**src/rtl/mux8_arbiter.sv**
```systemverilog
// mux8_arbiter: round-robin scheduler sharing one 8:1 single-bit mux among
// eight level requesters. A grant is held for at most HOLD_MAX consecutive
// cycles. On release or expiry the next winner is granted on the same edge,
// so there is no idle bubble between grants.

// Plain 8:1 single-bit multiplexer used as the shared data path.
module mux8_1 (
    input  logic [7:0] i_in,
    input  logic [2:0] i_sel,
    output logic       o_out
);

    assign o_out = i_in[i_sel];

endmodule

module mux8_arbiter #(
    parameter int HOLD_MAX = 4
) (
    input  logic       i_clk,
    input  logic       i_rst_n,
    input  logic [7:0] i_req,
    input  logic [7:0] i_data,
    output logic [7:0] o_gnt,
    output logic [2:0] o_sel,
    output logic       o_valid,
    output logic       o_data_out
);

    typedef enum logic {
        ST_IDLE  = 1'b0,
        ST_GRANT = 1'b1
    } state_t;

    // Last value cnt may reach while the holder keeps the grant.
    localparam logic [3:0] CNT_LAST = 4'(HOLD_MAX - 1);

    state_t     r_state;
    logic [2:0] r_ptr;
    logic [3:0] r_cnt;
    logic [7:0] r_gnt;
    logic [2:0] r_sel;
    logic       r_valid;

    state_t     w_state;
    logic [2:0] w_ptr;
    logic [3:0] w_cnt;
    logic [7:0] w_gnt;
    logic [2:0] w_sel;
    logic       w_valid;

    logic [2:0] w_start;
    logic [3:0] w_win;
    logic       w_keep;
    logic       w_mux_out;

    // Rotating-priority search: returns {found, index} of the first set
    // request at or after 'start', wrapping modulo 8. The scan runs from
    // the far end back toward 'start' so the closest match is written last.
    function automatic logic [3:0] find_winner(input logic [7:0] req,
                                               input logic [2:0] start);
        logic [3:0] res;
        logic [2:0] idx;
        res = 4'b0000;
        for (int k = 7; k >= 0; k--) begin
            idx = start + 3'(k);
            if (req[idx]) begin
                res = {1'b1, idx};
            end else begin
                res = res;
            end
        end
        return res;
    endfunction

    // Next-state, next-grant and pointer update from current requests.
    always_comb begin
        w_state = r_state;
        w_ptr   = r_ptr;
        w_cnt   = r_cnt;
        w_gnt   = r_gnt;
        w_sel   = r_sel;
        w_valid = r_valid;

        // Holder keeps the grant while it still requests and has budget left.
        w_keep = i_req[r_sel] && (r_cnt < CNT_LAST);

        // On release/expiry the search restarts just past the holder;
        // while idle it resumes from the saved pointer.
        if (r_state == ST_GRANT) begin
            w_start = r_sel + 3'd1;
        end else begin
            w_start = r_ptr;
        end
        w_win = find_winner(i_req, w_start);

        case (r_state)
            ST_IDLE: begin
                if (w_win[3]) begin
                    w_state = ST_GRANT;
                    w_gnt   = 8'(8'b0000_0001 << w_win[2:0]);
                    w_sel   = w_win[2:0];
                    w_valid = 1'b1;
                    w_cnt   = 4'd0;
                end else begin
                    w_gnt   = 8'h00;
                    w_valid = 1'b0;
                end
            end
            ST_GRANT: begin
                if (w_keep) begin
                    w_cnt = r_cnt + 4'd1;
                end else begin
                    w_ptr = w_start;
                    if (w_win[3]) begin
                        w_state = ST_GRANT;
                        w_gnt   = 8'(8'b0000_0001 << w_win[2:0]);
                        w_sel   = w_win[2:0];
                        w_valid = 1'b1;
                        w_cnt   = 4'd0;
                    end else begin
                        w_state = ST_IDLE;
                        w_gnt   = 8'h00;
                        w_valid = 1'b0;
                        w_cnt   = 4'd0;
                    end
                end
            end
            default: begin
                w_state = ST_IDLE;
                w_gnt   = 8'h00;
                w_valid = 1'b0;
                w_cnt   = 4'd0;
            end
        endcase
    end

    // State and output registers; reset clears everything asynchronously.
    always_ff @(posedge i_clk or negedge i_rst_n) begin
        if (!i_rst_n) begin
            r_state <= ST_IDLE;
            r_ptr   <= 3'd0;
            r_cnt   <= 4'd0;
            r_gnt   <= 8'h00;
            r_sel   <= 3'd0;
            r_valid <= 1'b0;
        end else begin
            r_state <= w_state;
            r_ptr   <= w_ptr;
            r_cnt   <= w_cnt;
            r_gnt   <= w_gnt;
            r_sel   <= w_sel;
            r_valid <= w_valid;
        end
    end

    mux8_1 u_mux (
        .i_in  (i_data),
        .i_sel (r_sel),
        .o_out (w_mux_out)
    );

    assign o_gnt      = r_gnt;
    assign o_sel      = r_sel;
    assign o_valid    = r_valid;
    assign o_data_out = w_mux_out & r_valid;

endmodule

```
**config.mk**
```make
export PLATFORM = sky130hd
export DESIGN_NAME = mux8_arbiter
export DESIGN_NICKNAME = d
export VERILOG_FILES = /design/src/rtl/mux8_arbiter.sv
export SDC_FILE = /design/constraint.sdc
export NUM_CORES = 1
export LEC_CHECK = 0
export CAP_MARGIN = 10
export CORE_UTILIZATION = 55
export CTS_CLUSTER_DIAMETER = 50
export DETAILED_ROUTE_END_ITERATION = 6
export PLACE_DENSITY = 0.84
export SLEW_MARGIN = 20
export SYNTH_ARGS = -nofsm -noshare
export SYNTH_HDL_FRONTEND = slang
export SYNTH_SLANG_ARGS = --single-unit
```
**constraint.sdc**
```tcl
create_clock -name i_clk -period 5.4 [get_ports i_clk]
set_clock_uncertainty 0.15 [all_clocks]
set_input_delay 0.81 -clock i_clk [delete_from_list [all_inputs] [get_ports i_clk]]
set_output_delay 0.81 -clock i_clk [all_outputs]
set_load 0.1 [all_outputs]
```
==> metrics.md <==
| Metric | Value |
|---|---|
| Max-slew violation count | 0 |
| Setup TNS | 0 ns |
| Drt drc | 0 |
| Syn Area/Cell | slightly below 9 um2 |
| Worst Path Arrival | between 4 and 5 ns |
| Post-synth EDFFs | 0 |
| Most common cell in the netlist | nand2_1 |
| Count of cell types in the netlist | roughly 60 |
| Port Buffers | 30 |
| Final WL | 5520 um |
| Critical path fanouts, max | 17 |
| F_max | ~0.22 GHz |
| Die H | ~63 um |
| Final ANT Viol Nets | 0 |
| Initial drt markers | 137 |
| Worst path max stage delay | slightly below 0.6 ns |
| Worst-Margin Slew | 0.972 ns |
| CP top delay family | compound AO/OA/AOI/OAI gates |
| Critical path class | flip-flop to flip-flop |
| Post-route minimum period | between 4 and 5 ns |
| DR WL/cell | ~19 um |
| Clock latency on the worst-skew pair | roughly 0.30 ns |
| Top_reg_cell synth | dfrtp_1 |
| Buf/Inv on CP | 1 |
| Detailed placement HPWL | 4160 um |
| Die X | 62.6 um |
| Post-Syn Nets | 248 |
| Area delta synth->final | 17.6% |
| Diode count | 0 |
| Cell row count | 21 |
| First-pass GRT wire length | 9250 um |
| Max Root-Sink Buffers | 2 |
| RSZ-0062 raised after global routing | false |
| Most common library cells after synthesis | nand2_1, dfrtp_1, nand3_1 |
| Via-to-Cell Ratio | between 6 and 7 |
| I/O pin cnt | 31 |
| Area leader, netlist | dfrtp_1 |
| Initial antenna violation count | 0 |
| CTS Sinks | 20 |
| Mapped Cells | ~230 |
| Mapped Area | ~2000 um2 |
| Number of global-route vias before repair | 1910 |
| WHS | 0.343 ns |
| Synthesized flop and latch total | 20 |
| Reg clk slew, reported paths | 0.12 ns |
| Resize count post-CTS | 0 |
| Slew margin rel. | roughly a third |
| Total GRT Usage | approximately 30% |
| Worst-path cell chain | ha_1 -> mux2i_4 -> inv_4 -> ha_1 -> mux2_2 -> o21ai_1 -> mux2i_1 -> or4_1 -> a31o_1 -> a311o_1 -> o31ai_1 |
| Worst setup EP type | flip-flop |
| Fill count | between 200 and 300 |
| CTS root buf | clkbuf_4 |
| Initial Util | about 59% |
| Hold crit path type | flip-flop to flip-flop |
| Post-synth top area share | approximately a quarter |
| Die ar. | 3920 um2 |
| Most frequent CP cell | ha_1 |
| Synth Warn # | 0 |
| Startpoint Class | flip-flop |
| Gp weighted congestion | around 0.98 |
| Placed Area | 2330 um2 |
| Hold Buf Count CTS | 0 |
| Total gr overflow | 0 |
| Post-layout net count | about 270 |
| Largest net degree at the start of global routing | 21 |
| Final setup viols | 0 |
| DR vias | approximately 2000 |
| CTS Buf Count | 3 |
| Share of layout cells above drive strength 1 | 12.0% |
| Asr flop ratio synth | 100% |
| Fin crit share | ~85% |
| Router iterations before antenna repair | 4 |
| WP data required | ~5.5 ns |
| Sequential-to-total area share from yosys stat | between 20% and 30% |
| Slowest cell on the critical path | dfrtp_1 |
| MaxCap Viol Count | 0 |
| Fin area | between 2000 and 2500 um2 |
| Status | completed |
| TritonCTS clock tree | built |
| Htree depth | 1 |
| Area contributors post-synth | dfrtp_1, mux4_2, mux2i_1, nand2_1, nand3_1 |
| Count of final hold-check violations | 0 |
| Setup Buffers After CTS | 0 |
| Core ar. | roughly 3400 um2 |
final timing paths:
| path | start | to | cells past startpoint | slack [ns] |
|---|---|---|---|---|
| max | o_sel[0]$_DFFE_PN0P_ | o_gnt[4]$_DFFE_PN0N_ | 11 | 0.83 |
| max reg2reg | o_sel[0]$_DFFE_PN0P_ | o_gnt[4]$_DFFE_PN0N_ | 11 | 0.83 |
| min reg2reg | o_gnt[3]$_DFFE_PN0N_ | o_gnt[3]$_DFFE_PN0N_ | 2 | 0.34 |
| max in group asynchronous | i_rst_n | r_cnt[3]$_DFFE_PN0P_ | 1 | 3.73 |
| min | o_gnt[3]$_DFFE_PN0N_ | o_gnt[3]$_DFFE_PN0N_ | 2 | 0.34 |
| min in group asynchronous | i_rst_n | r_cnt[0]$_DFFE_PN0P_ | 1 | 0.83 |
cells in the final DEF, fill, tap and decap left out, drive strengths merged, types with 2 or more instances in the layout:
cell type / instances
and2: 10
nand2: 29
nand2b: 3
nor2: 12
and3: 4
a311o: 2
a311oi: 3
or3: 2
inv: 5
clkbuf: 3
nand4: 3
a21boi: 2
clkdlybuf4s50: 30
o211ai: 4
nand3: 18
a211oi: 5
o21ai: 14
a221oi: 2
and4: 2
a22o: 2
a31o: 2
ha: 3
mux2i: 15
mux4: 9
o31ai: 9
or4: 3
dfrtp: 20
xnor2: 4
a21oi: 9
o21a: 2
mux2: 4
worst register-to-register path: cells and delay by family (launching register included):
family / cells / cell delay [ns]
mux: 3 / 1.01
flops: 1 / 0.59
compound gates: 4 / 1.16
simple gates: 1 / 0.54
buf+inv: 1 / 0.21
fa+ha+maj: 2 / 0.82
metal layers:
| layer | vias up | GRT usage, % | share of wire, % |
|---|---|---|---|
| li1 | 933 | - | - |
| met1 | 932 | 38.5 | 41 |
| met2 | 116 | 49.5 | 47 |
| met3 | 18 | 2.37 | 8.0 |
| met4 | 0 | 17.4 | 4.0 |
| met5 | - | 0 | 0 |
kinds of logic (layout without fill, tap and decap cells):
kind of cell / count (synthesis) / in the layout / share of synthesized area (%)
AND/OR/NAND/NOR: 90 / 90 / 22.5
adder cells (fa/ha/maj): 3 / 3 / 1.86
XOR/XNOR: 4 / 4 / 2.66
multiplexers: 28 / 28 / 20.9
buffers and inverters: 17 / 40 / 4.08
flip-flops: 20 / 20 / 24.8
AO/OA/AOI/OAI: 65 / 65 / 23.2
final cells by class:
type / count / area (um2) / area share (%)
timing repair buffer: 31 / 308 / 12.9
clock inverter: 1 / 30.0 / 1.26
clock buffer: 3 / 22.5 / 0.947
inverter: 5 / 21.3 / 0.894
sequential: 20 / 500 / 21.0
tap: 46 / 57.6 / 2.42
multi-input combinational: 190 / 1440 / 60.5
metrics by stage:
stage	worst slack, ns	util, %	std cells
after floorplan	0.601	-	227
after global placement	1.03	68.1	292
after detailed placement	0.857	68.1	292
after CTS	0.832	69.6	296
after global routing	0.601	69.6	296
final	0.826	69.6	296
sequential cells by signal, indices dropped and copies added, names as in the netlist:
register  cells
o_sel         3
o_gnt         8
r_cnt         4
r_ptr         3
r_state       1
o_valid       1
Power is not shown: default switching activity piles up to over one toggle a cycle in this logic, so the estimate is an artifact.
